## src/rtl/data_bus_bridge.sv

```systemverilog
// rtl/data_bus_bridge.sv - MEM-stage to valid/ready data bus bridge with wait states, error and timeout
module data_bus_bridge #(
  parameter int TIMEOUT = 255,
  parameter int CNT_W   = 8
) (
  input  logic        clk,
  input  logic        reset,
  input  logic        req_valid,
  input  logic [31:0] mem_addr,
  input  logic        mem_cmd,
  input  logic [31:0] mem_write_data,
  input  logic [3:0]  mem_write_mask,
  output logic [31:0] load_data,
  output logic        stall,
  output logic        fault,
  output logic        bus_valid,
  output logic [31:0] bus_addr,
  output logic        bus_we,
  output logic [31:0] bus_wdata,
  output logic [3:0]  bus_wstrb,
  input  logic        bus_ready,
  input  logic [31:0] bus_rdata,
  input  logic        bus_err
);

  typedef enum logic [1:0] {IDLE = 2'd0, BUS = 2'd1, DONE = 2'd2} state_t;

  localparam logic [CNT_W-1:0] LAST_WAIT = CNT_W'((TIMEOUT == 0) ? 0 : TIMEOUT - 1);

  state_t           state;
  logic [CNT_W-1:0] count;
  logic             timed_out;

  assign stall     = req_valid && (state != DONE);
  assign timed_out = (TIMEOUT != 0) && (count == LAST_WAIT);

  always_ff @(posedge clk) begin
    if (reset) begin
      state     <= IDLE;
      count     <= '0;
      fault     <= 1'b0;
      load_data <= 32'h0;
      bus_valid <= 1'b0;
      bus_addr  <= 32'h0;
      bus_we    <= 1'b0;
      bus_wdata <= 32'h0;
      bus_wstrb <= 4'h0;
    end else begin
      fault <= 1'b0;
      case (state)
        IDLE: begin
          if (req_valid) begin
            // A store with no byte enables has nothing to do on the bus.
            if (mem_cmd && (mem_write_mask == 4'h0)) begin
              state <= DONE;
            end else begin
              bus_valid <= 1'b1;
              bus_addr  <= mem_addr & 32'hFFFF_FFFC;
              bus_we    <= mem_cmd;
              bus_wdata <= mem_cmd ? mem_write_data : 32'h0;
              bus_wstrb <= mem_cmd ? mem_write_mask : 4'h0;
              count     <= '0;
              state     <= BUS;
            end
          end
        end
        BUS: begin
          // Error wins over ready; a failed read returns zero rather than stale data.
          if (bus_err || (!bus_ready && timed_out)) begin
            bus_valid <= 1'b0;
            fault     <= 1'b1;
            if (!bus_we) load_data <= 32'h0;
            state     <= DONE;
          end else if (bus_ready) begin
            bus_valid <= 1'b0;
            if (!bus_we) load_data <= bus_rdata;
            state     <= DONE;
          end else if (count != {CNT_W{1'b1}}) begin
            count <= count + 1'b1;
          end
        end
        DONE:    state <= IDLE;
        default: state <= IDLE;
      endcase
    end
  end

endmodule

```

## config.mk

```make
export PLATFORM = sky130hd
export DESIGN_NAME = data_bus_bridge
export DESIGN_NICKNAME = d
export VERILOG_FILES = /design/src/rtl/data_bus_bridge.sv
export SDC_FILE = /design/constraint.sdc
export NUM_CORES = 1
export LEC_CHECK = 0
export ABC_CLOCK_PERIOD_IN_PS = 4400
export CAP_MARGIN = 20
export CELL_PAD_IN_SITES_DETAIL_PLACEMENT = 1
export CELL_PAD_IN_SITES_GLOBAL_PLACEMENT = 1
export CORE_MARGIN = 1.5
export CORE_UTILIZATION = 28
export CTS_CLUSTER_SIZE = 40
export DETAILED_ROUTE_END_ITERATION = 6
export PLACE_DENSITY_LB_ADDON = 0.1
export SLEW_MARGIN = 15
export SYNTH_ARGS = -nofsm -noshare
export SYNTH_HDL_FRONTEND = slang
export SYNTH_SLANG_ARGS = --single-unit
```

## constraint.sdc

```tcl
create_clock -name clk -period 4.4 [get_ports clk]
set_input_delay 0.88 -clock clk [delete_from_list [all_inputs] [get_ports clk]]
set_output_delay 0.88 -clock clk [all_outputs]
set_load 0.02 [all_outputs]
```

==> impl_results.md <==
- Via/cell ratio: 4.88
- RSZ-0062 raised after global routing: no
- Worst rel slew slack: 0.411
- Worst EP arrival: 2210 ps
- VDD IR max: 0.230 mV
- Die Height: 123 um
- Cells after Synth: 457
- Global Route Usage Sum: 0.177
- Overall Power: 0.00228 W
- Top-level I/O count: 210
- Initial antenna violation count: 0
- Routed WL: 13,300 um
- Ant diodes: 0
- Post-CTS Setup Bufs: 0
- Die ar.: 15,200 um2
- Port bufs: 205
- Vias in the first global route: 4,274
- CTS tree: built
- R2R Path End: bus_wstrb[1]$_SDFFE_PP0P_
- Worst R2R Setup Slack: 2360 ps
- Final Hold Vio Count: 0
- TritonCTS Buffers: 9
- Setup violations, final: 0
- Reg2reg start: state[1]$_SDFFE_PP0P_
- Clock sink count: 111
- CP endpoint: stall
- Max-slew violations: 0
- Crit. End Element: primary output
- Critical path origin: req_valid
- DR pass1 iterations: 4
- Clk buf depth: 2
- H-Tree Level Count: 3
- Required @ worst endpoint: 3520 ps
- Tcrit/Tclk final: 0.703
- Worst-path maximum fanout: 3
- Synth unique cells: 42
- Post-DP HPWL: 9350 um
- Maximum clock rate: 323 MHz
- Clock share of power: 0.370
- Reg clk slew, reported paths: 70 ps
- Final net count: 755
- Initial Util: 0.289
- Sequential fraction of the synthesis area: 0.550
- WL per Instance: 16.0 um
- Maxcap violations: 0
- Min Tclk post-route: 3090 ps
- Avg Inst Size Synth: 8.85 um2
- Layout area overhead: 61.6%
- Measured slew at the worst slew-check pin: 883 ps
- Comb pwr share: 0.162
- FF+latch count, synth: 111
- Total grt overflow: 0
- Netlist Area Pre-Place: 4040 um2
- First-pass GRT wire length: 21,100 um
- Setup TNS: 0 ps
- Root buffer cell: clkbuf_16
- Share of power burned in registers: 0.468
- Layout cell share with drive strength beyond 1: 0.0460
- P per Cell Area: 349 nW/um2
- GPL Wtd Cong: 0.752
- Hold Crit Class: reg2reg
- Largest net degree at the start of global routing: 81
- Switching part of the total power: 0.259
- Residual DRC count: 0
- Setup CP Type: in2out
- Core ar.: 14,000 um2
- Vias: 4,056
- Pleak: 2.33 nW
- Warnings, synthesis: 0
- Internal power: 0.00169 W
- Status: finished clean
- Sw power: 0.000590 W
- Die Wd: 123 um
- FF-to-FF path depth: 5
- Startpoint types: input pin
- Final core utilization: 0.467
- Clk_lat worst skew: 350 ps
- Row Count: 43
- Post-CTS resize count: 0
- Initial DRC count: 151
- Clk_skew: 8.45 ps
- Post-route ant nets: 0
- Cts hold-fix bufs: 0
## cells in the mapped netlist
cell,number,area (um2)
a211oi_1,1,7.51
a21boi_0,1,7.51
a21oi_1,71,355
a22o_1,32,280
a311oi_1,2,17.5
a31oi_1,2,12.5
a32oi_1,1,8.76
and2b_1,1,7.51
and3_1,3,18.8
buf_1,3,11.3
buf_2,15,75.1
buf_4,5,37.5
clkbuf_1,12,45.0
clkinv_1,1,3.75
conb_1,1,3.75
dfxtp_1,111,2220
ha_1,2,25.0
inv_1,4,15.0
mux2i_1,1,10.0
nand2_1,105,394
nand2b_1,2,12.5
nand3_1,43,215
nand4_1,1,6.26
nor2_1,5,18.8
nor2b_1,2,12.5
nor3_1,6,30.0
nor3b_2,1,12.5
nor4_1,1,6.26
nor4b_2,1,15.0
o211a_1,1,10.0
o211ai_1,3,22.5
o21a_1,3,22.5
o21ai_0,4,20.0
o21ai_1,1,5.00
o21ai_2,1,8.76
o31a_1,1,8.76
o31ai_1,1,7.51
o32a_1,1,10.0
o32ai_1,1,8.76
or3_1,1,6.26
or4_1,2,15.0
or4_4,1,11.3
## cell type report
type	count	area (um2)
Tap cell	180	225
Sequential cell	111	2220
Multi-Input combinational cell	307	1660
Fill cell	1629	7450
Inverter	5	18.8
Timing Repair Buffer	213	2110
Clock buffer	10	239
Clock inverter	6	68.8
## cell families (layout without fill, tap and decap cells)
kind of cell    after synthesis  after routing  share of synthesized area
compound gates              127            127                      0.201
fa+ha+maj                     2              2                    0.00619
buf+inv                      40            234                     0.0464
flops                       111            111                      0.550
mux                           1              1                    0.00248
other cells                   1              2                   0.000927
simple gates                175            175                      0.193
## worst max-delay path, stage by stage
cell	delay, ps
clkdlybuf4s50_1	490
a21boi_0	190
clkdlybuf4s50_1	650
## through the flow
step / std cells / setup slack (ps) / instance area, um2 / hold slack, ps
floorplan: 458 / 2130 / 4050 / 466
global placement: 816 / 1230 / 6230 / 438
detailed placement: 816 / 1190 / 6230 / 447
CTS: 832 / 1280 / 6540 / 457
global route: 832 / 1250 / 6540 / 470
finish: 832 / 1310 / 6540 / 455
## placed cells by master (no fill, tap or decap), drive strengths merged, types with 2 or more instances in the layout
cell	count
a21oi	71
a22o	32
a311oi	2
a31oi	2
and3	3
buf	9
clkbuf	10
clkdlybuf4s50	204
clkinvlp	4
conb	2
dfxtp	111
ha	2
inv	5
nand2	105
nand2b	2
nand3	43
nor2	5
nor2b	2
nor3	6
o211ai	3
o21a	3
o21ai	6
or4	3
## worst min-delay path by stage
| stage | start | end | slack (ps) | cells after the start |
|---|---|---|---|---|
| finish | bus_wdata[8]$_SDFFE_PP0P_ | bus_wdata[8]$_SDFFE_PP0P_ | 450 | 2 |
| global route | bus_wdata[12]$_SDFFE_PP0P_ | bus_wdata[12]$_SDFFE_PP0P_ | 470 | 2 |
| CTS | bus_addr[8]$_SDFFE_PP0P_ | bus_addr[8]$_SDFFE_PP0P_ | 460 | 2 |
| detailed placement | bus_wdata[5]$_SDFFE_PP0P_ | bus_wdata[5]$_SDFFE_PP0P_ | 450 | 2 |
| global placement | bus_wdata[19]$_SDFFE_PP0P_ | bus_wdata[19]$_SDFFE_PP0P_ | 440 | 2 |
| floorplan | count[6]$_SDFFE_PP0P_ | count[6]$_SDFFE_PP0P_ | 470 | 2 |
## flip-flops by register name, indices dropped and copies added, names as in the netlist
register   count
bus_wstrb      4
state          2
bus_addr      30
load_data     32
bus_valid      1
fault          1
count          8
bus_wdata     32
bus_we         1
## per-layer routing
layer	share of wire	vias up	routed length [um]	global-route usage
met1	0.40	1949	5370	0.200
li1	-	1970	-	-
met2	0.50	120	6590	0.303
met4	0.014	0	193	0.0524
met3	0.087	17	1150	0.0770
met5	0	-	0	0
## power by group through the flow
stage	registers (W)	logic, W	clock network (W)
after floorplan	0.00114	0.000116	0
after CTS	0.00107	0.000374	0.000878
after global placement	0.00109	0.000366	0
after global routing	0.00107	0.000401	0.000915
final	0.00107	0.000369	0.000844
after detailed placement	0.00109	0.000373	0
Note: power is estimated with default switching activity, not from simulation.
